[src/rtl/intersection_controller.sv]
// Two-approach intersection sequencer: min-green / max-green handover with yellow and all-red clearance.
// Optional FLASH_YELLOW_EN: EN low forces a flashing-yellow state instead of freezing.
module intersection_controller #(
  parameter int GREEN_MIN_MS = 5000,
  parameter int GREEN_MAX_MS = 10000,
  parameter int YELLOW_MS    = 2000,
  parameter int ALLRED_MS    = 1000,
  parameter int MS_W         = 16
) (
  input  logic       CLK,
  input  logic       RST,
  input  logic       EN,
  input  logic       MS_TICK,
  input  logic       REQ_A,
  input  logic       REQ_B,
  output logic       GREEN_A,
  output logic       YELLOW_A,
  output logic       RED_A,
  output logic       GREEN_B,
  output logic       YELLOW_B,
  output logic       RED_B,
  output logic [2:0] PHASE
);

  typedef enum logic [2:0] {
    S_INIT_RED = 3'd0,
    S_GREEN_A  = 3'd1,
    S_YELLOW_A = 3'd2,
    S_RED_AB   = 3'd3,
    S_GREEN_B  = 3'd4,
    S_YELLOW_B = 3'd5,
    S_RED_BA   = 3'd6,
    S_FLASH    = 3'd7
  } state_e;

  typedef struct packed {
    logic green;
    logic yellow;
    logic red;
  } lamp_t;

  localparam logic [MS_W-1:0] MIN_T    = MS_W'(GREEN_MIN_MS);
  localparam logic [MS_W-1:0] MAX_T    = MS_W'(GREEN_MAX_MS);
  localparam logic [MS_W-1:0] YEL_T    = MS_W'(YELLOW_MS);
  localparam logic [MS_W-1:0] ALLRED_T = MS_W'(ALLRED_MS);
  localparam lamp_t LAMP_RED = '{green: 1'b0, yellow: 1'b0, red: 1'b1};
  localparam lamp_t LAMP_YEL = '{green: 1'b0, yellow: 1'b1, red: 1'b0};
  localparam lamp_t LAMP_GRN = '{green: 1'b1, yellow: 1'b0, red: 1'b0};

  state_e          state_q, state_d;
  logic [MS_W-1:0] timer_q, timer_d;
  logic            pend_a_q, pend_a_d;
  logic            pend_b_q, pend_b_d;
  lamp_t           lamp_a_q, lamp_a_d;
  lamp_t           lamp_b_q, lamp_b_d;
  logic            tick_en;
  logic [MS_W-1:0] elapsed;

`ifdef FLASH_YELLOW_EN
  localparam logic [MS_W-1:0] FLASH_HALF = MS_W'(500);
  logic flash_lit_q, flash_lit_d;
  logic flash_wrap;
`endif

  // Saturating phase timer; "elapsed" is the value after this tick's increment.
  always_comb begin
    tick_en = MS_TICK & EN;
    elapsed = (timer_q >= MAX_T) ? MAX_T : timer_q + MS_W'(1);
  end

  // Next-state: every exit is qualified by a counted tick, so EN low freezes sequencing.
  always_comb begin
    state_d = state_q;
    if (tick_en) begin
      case (state_q)
        S_INIT_RED: if (elapsed == ALLRED_T) state_d = S_GREEN_A;
        S_GREEN_A:
          if (pend_b_q && ((elapsed >= MIN_T && !REQ_A) || elapsed == MAX_T))
            state_d = S_YELLOW_A;
        S_YELLOW_A: if (elapsed == YEL_T)    state_d = S_RED_AB;
        S_RED_AB:   if (elapsed == ALLRED_T) state_d = S_GREEN_B;
        S_GREEN_B:
          if (pend_a_q && ((elapsed >= MIN_T && !REQ_B) || elapsed == MAX_T))
            state_d = S_YELLOW_B;
        S_YELLOW_B: if (elapsed == YEL_T)    state_d = S_RED_BA;
        S_RED_BA:   if (elapsed == ALLRED_T) state_d = S_GREEN_A;
        default:    state_d = S_INIT_RED;
      endcase
    end
`ifdef FLASH_YELLOW_EN
    if (!EN)                      state_d = S_FLASH;
    else if (state_q == S_FLASH)  state_d = S_INIT_RED;
`endif
  end

`ifdef FLASH_YELLOW_EN
  // In FLASH the timer counts raw ticks as a 500 ms half-period divider.
  always_comb begin
    flash_wrap  = MS_TICK && (timer_q + MS_W'(1) >= FLASH_HALF);
    flash_lit_d = flash_lit_q;
    if (state_q != S_FLASH) flash_lit_d = 1'b1;
    else if (flash_wrap)    flash_lit_d = ~flash_lit_q;
  end
`endif

  always_comb begin
    timer_d = timer_q;
    if (state_d != state_q) timer_d = '0;
`ifdef FLASH_YELLOW_EN
    else if (state_q == S_FLASH) begin
      if (flash_wrap)   timer_d = '0;
      else if (MS_TICK) timer_d = timer_q + MS_W'(1);
    end
`endif
    else if (tick_en) timer_d = elapsed;
  end

  // Requests latch outside own green; entering that green clears, overriding a same-cycle set.
  always_comb begin
    pend_a_d = pend_a_q | (REQ_A && state_q != S_GREEN_A);
    pend_b_d = pend_b_q | (REQ_B && state_q != S_GREEN_B);
    if (state_d == S_GREEN_A && state_q != S_GREEN_A) pend_a_d = 1'b0;
    if (state_d == S_GREEN_B && state_q != S_GREEN_B) pend_b_d = 1'b0;
  end

  // Lamps decoded from the next state so they change on the same edge as PHASE.
  always_comb begin
    lamp_a_d = LAMP_RED;
    lamp_b_d = LAMP_RED;
    case (state_d)
      S_GREEN_A:  lamp_a_d = LAMP_GRN;
      S_YELLOW_A: lamp_a_d = LAMP_YEL;
      S_GREEN_B:  lamp_b_d = LAMP_GRN;
      S_YELLOW_B: lamp_b_d = LAMP_YEL;
`ifdef FLASH_YELLOW_EN
      S_FLASH: begin
        lamp_a_d = '{green: 1'b0, yellow: flash_lit_d, red: 1'b0};
        lamp_b_d = '{green: 1'b0, yellow: flash_lit_d, red: 1'b0};
      end
`endif
      default: ;
    endcase
  end

  always_ff @(posedge CLK or negedge RST) begin
    if (!RST) begin
      state_q  <= S_INIT_RED;
      timer_q  <= '0;
      pend_a_q <= 1'b0;
      pend_b_q <= 1'b0;
      lamp_a_q <= LAMP_RED;
      lamp_b_q <= LAMP_RED;
    end else begin
      state_q  <= state_d;
      timer_q  <= timer_d;
      pend_a_q <= pend_a_d;
      pend_b_q <= pend_b_d;
      lamp_a_q <= lamp_a_d;
      lamp_b_q <= lamp_b_d;
    end
  end

`ifdef FLASH_YELLOW_EN
  always_ff @(posedge CLK or negedge RST) begin
    if (!RST) flash_lit_q <= 1'b1;
    else      flash_lit_q <= flash_lit_d;
  end
`endif

  always_comb begin
    GREEN_A  = lamp_a_q.green;
    YELLOW_A = lamp_a_q.yellow;
    RED_A    = lamp_a_q.red;
    GREEN_B  = lamp_b_q.green;
    YELLOW_B = lamp_b_q.yellow;
    RED_B    = lamp_b_q.red;
    PHASE    = state_q;
  end

endmodule

[config.mk]
export PLATFORM = sky130hd
export DESIGN_NAME = intersection_controller
export DESIGN_NICKNAME = d
export VERILOG_FILES = /design/src/rtl/intersection_controller.sv
export SDC_FILE = /design/constraint.sdc
export NUM_CORES = 1
export LEC_CHECK = 0
export ABC_AREA = 1
export ABC_CLOCK_PERIOD_IN_PS = 4400
export BUFFER_PORTS_ARGS = -buffer_cell sky130_fd_sc_hd__buf_4
export CAP_MARGIN = 20
export CELL_PAD_IN_SITES_DETAIL_PLACEMENT = 0
export CELL_PAD_IN_SITES_GLOBAL_PLACEMENT = 1
export CORE_UTILIZATION = 40
export CTS_BUF_LIST = sky130_fd_sc_hd__clkbuf_4
export DETAILED_ROUTE_END_ITERATION = 10
export PLACE_DENSITY = 0.73
export SLEW_MARGIN = 20
export SYNTH_ARGS = -nofsm -noshare
export SYNTH_HDL_FRONTEND = slang
export SYNTH_SLANG_ARGS = --single-unit
[constraint.sdc]
create_clock -name CLK -period 4.4 [get_ports CLK]
set_input_delay 0.22 -clock CLK [delete_from_list [all_inputs] [get_ports CLK]]
set_output_delay 0.22 -clock CLK [all_outputs]
set_load 0.005 [all_outputs]
==> impl_results.md <==
* Post-route cell area at 0.00224 mm2
* Fin cells at 371
* Hpwl dp at 3770 um
* Post-Synth Simple-Gate Area at 0.497
* # diodes at 0
* Num rows at 25
* GRT Total Usage at 0.210
* Most frequent cells in the layout: nand2_1 (81), nor2_1 (38), inv_1 (29), dfrtp_1 (25), nand3_1 (22)
* VDD IR-drop max at 0.000249 V
* # resized after CTS at 0
* Total power at 1.35 mW
* RSZ-0062 raised after global routing: no
* Post-synthesis register bit count at 27
* CP required at 4.62 ns
* Hold EP: pend_b_q
* Routed via count at 1831
* Final core occ at 0.463
* FF+latch area at 678 um2
* Layout cells sized above 1 at 0.191
* Fin worst setup slack at 1.63 ns
* Placed Area at 0.00220 mm2
* DRT antenna net count at 0
* Slew Viols, Final at 0
* Setup violations, final at 0
* Dpl ws at 1.59 ns
* Post-layout minimum cycle time at 2.77 ns
* Clk_lat worst skew at 0.33 ns
* First-pass GRT wire length at 8700 um
* Gpl congestion at 0.840
* Fin nets at 313
* Hold depth at 5
* Cts hold-fix bufs at 1
* CTS Root Cell: clkbuf_4
* Yosys warns at 0
* Clock buffer depth at 2
* Synth Area in XOR/XNOR at 0.00424
* RR Endpoint: timer_q[13]
* Vias in the first global route at 1843
* Most common cell after layout, fill and taps aside: nand2_1
* R2R depth at 18
* Mux contribution to synthesized area at 0
* Synth Area in Adders at 0.0121
* Slew Limit Headroom at 0.558
* Clock transition at the registers of the reported paths at 0.15 ns
* Residual DRC count at 0
* Initial core utilization at 0.426
* Vias/cell at 4.94
* Worst Tran Pin Value at 0.662 ns
* CP startpoint kind: register
* Total CTS buffers at 3
* Wire per inst at 13.2 um
* Average cell area after synthesis at 7.09 um2
* Total routed wirelength at 4890 um
* Largest net degree at the start of global routing at 28
* CP Max Fanout at 14
* Die Ht at 73.8 um
* R2R Setup Slk at 1.63 ns
* Multi-input gate area at 0.00122 mm2
* Final setup TNS at 0 ns
* Grt ovf at 0
* Die extent in x at 73.8 um
* WP data arrival at 2.99 ns
* CTS tree: done
* Core area at 0.00485 mm2
* WS Path Type: reg -> reg
* Fillers at 501
* Post-Synthesis Cells at 291
* Cells after DPL at 366
* Status: finished, final reports clean
* Max Cap Viol at 0
* Period Utilization, post-route at 0.629
* Critical path capture point type: register
* Sequential element share of the synthesized area at 0.329
* PortBufs at 14
* Mapped cell area at 0.00206 mm2
* Worst Hold Class: in -> reg
* Worst Hold Slack at 0.258 ns
* Largest family of logic cells by synthesized area: simple AND/OR/NAND/NOR gates
* Final Hold Viols at 0
* DRT iter0 DRCs at 165
* Synth Area in Compound Gates at 0.0788
* Clock Sinks at 27
* Full die area at 0.00545 mm2
* Maximum clock rate at 0.361 GHz
* Cell variety after synth at 29
* Syn nets at 299
* H-Tree Depth at 1
* Post-CTS Setup Bufs at 0
* Worst R2R Start: timer_q[0]
* Power Density at 602 mW/mm2
* DRT Pass-1 Iters at 4
* P&R area growth vs syn at 8.79%
* Hold_sp: REQ_B
* Worst Skew at 0.00618 ns
* Initial antenna violation count at 0
* I/O pin cnt at 15
* Leak at 1.04 nW
[flip-flops by register name (all words and copies together), names as in the netlist]
signal	cells
PHASE	3
pend_a_q	1
GREEN_B	1
RED_A	1
pend_b_q	1
YELLOW_B	1
GREEN_A	1
timer_q	16
YELLOW_A	1
RED_B	1
[how the worst max path moves through the flow]
stage / from / to
after CTS: timer_q[0] / timer_q[13]
after floorplan: timer_q[0] / timer_q[10]
final: timer_q[0] / timer_q[13]
after detailed placement: timer_q[0] / timer_q[13]
after global routing: timer_q[11] / timer_q[13]
after global placement: timer_q[0] / timer_q[13]
[layer usage]
layer | up-vias | GRT usage | routed length [um]
li1 | 953 | - | -
met3 | 2 | 0.0192 | 219
met4 | 0 | 0.0449 | 28
met2 | 39 | 0.323 | 2040
met1 | 837 | 0.316 | 2600
met5 | - | 0 | 0
[Yosys cell counts, drive strengths merged]
master  instances  area share
nor2           60        0.17
nand3          29       0.087
nand2          89        0.19
o21bai          2      0.0073
o21ai          23       0.056
nor3b           1      0.0036
nand3b          4       0.015
dfstp           2       0.025
ha              2       0.012
o22ai           1      0.0030
clkbuf          3      0.0055
dfrtp          25        0.30
inv            30       0.056
buf             3       0.018
a31oi           1      0.0030
nor3            4      0.0097
xnor2           1      0.0042
and2            1      0.0030
nand4           6       0.018
a21oi           4      0.0097
[critical path, stage by stage (launching register included)]
cell     delay (ns)
dfrtp_1        0.43
ha_1           0.22
nand3_1        0.12
nor2_1         0.28
nand2_1        0.08
nand2_1        0.07
nand2_1        0.05
inv_1          0.08
nand3_2        0.10
nor2_4         0.15
nand3_2        0.12
nand2_1        0.08
nand2_1        0.06
nor2_1         0.13
nand3_2        0.10
nand2_4        0.09
nand3_2        0.10
nand2_4        0.34
nor2_1         0.07
[logic make-up (layout without fill, tap and decap cells)]
| family | after synthesis | after routing |
|---|---|---|
| buffers and inverters | 36 | 49 |
| adders and majority gates | 2 | 2 |
| DFF | 27 | 27 |
| and+or+nand+nor | 194 | 194 |
| xor gates and xnor gates | 1 | 1 |
| AOI/OAI and AO/OA | 31 | 31 |
[where the power goes]
group	internal [mW]	switching (mW)	total (mW)
sequential	0.333	0.103	0.435
combinational	0.275	0.525	0.800
clock	0.0417	0.0748	0.116
total	0.650	0.702	1.35
[final cells by class]
| class | instances | share of cell area |
|---|---|---|
| repair buffers | 15 | 0.0513 |
| well taps | 67 | 0.0373 |
| inverters | 30 | 0.0513 |
| multi-input cells | 228 | 0.545 |
| flip-flops and latches | 27 | 0.302 |
| clock buffers | 4 | 0.0134 |
No activity file was read; power rests on OpenSTA's default activity.
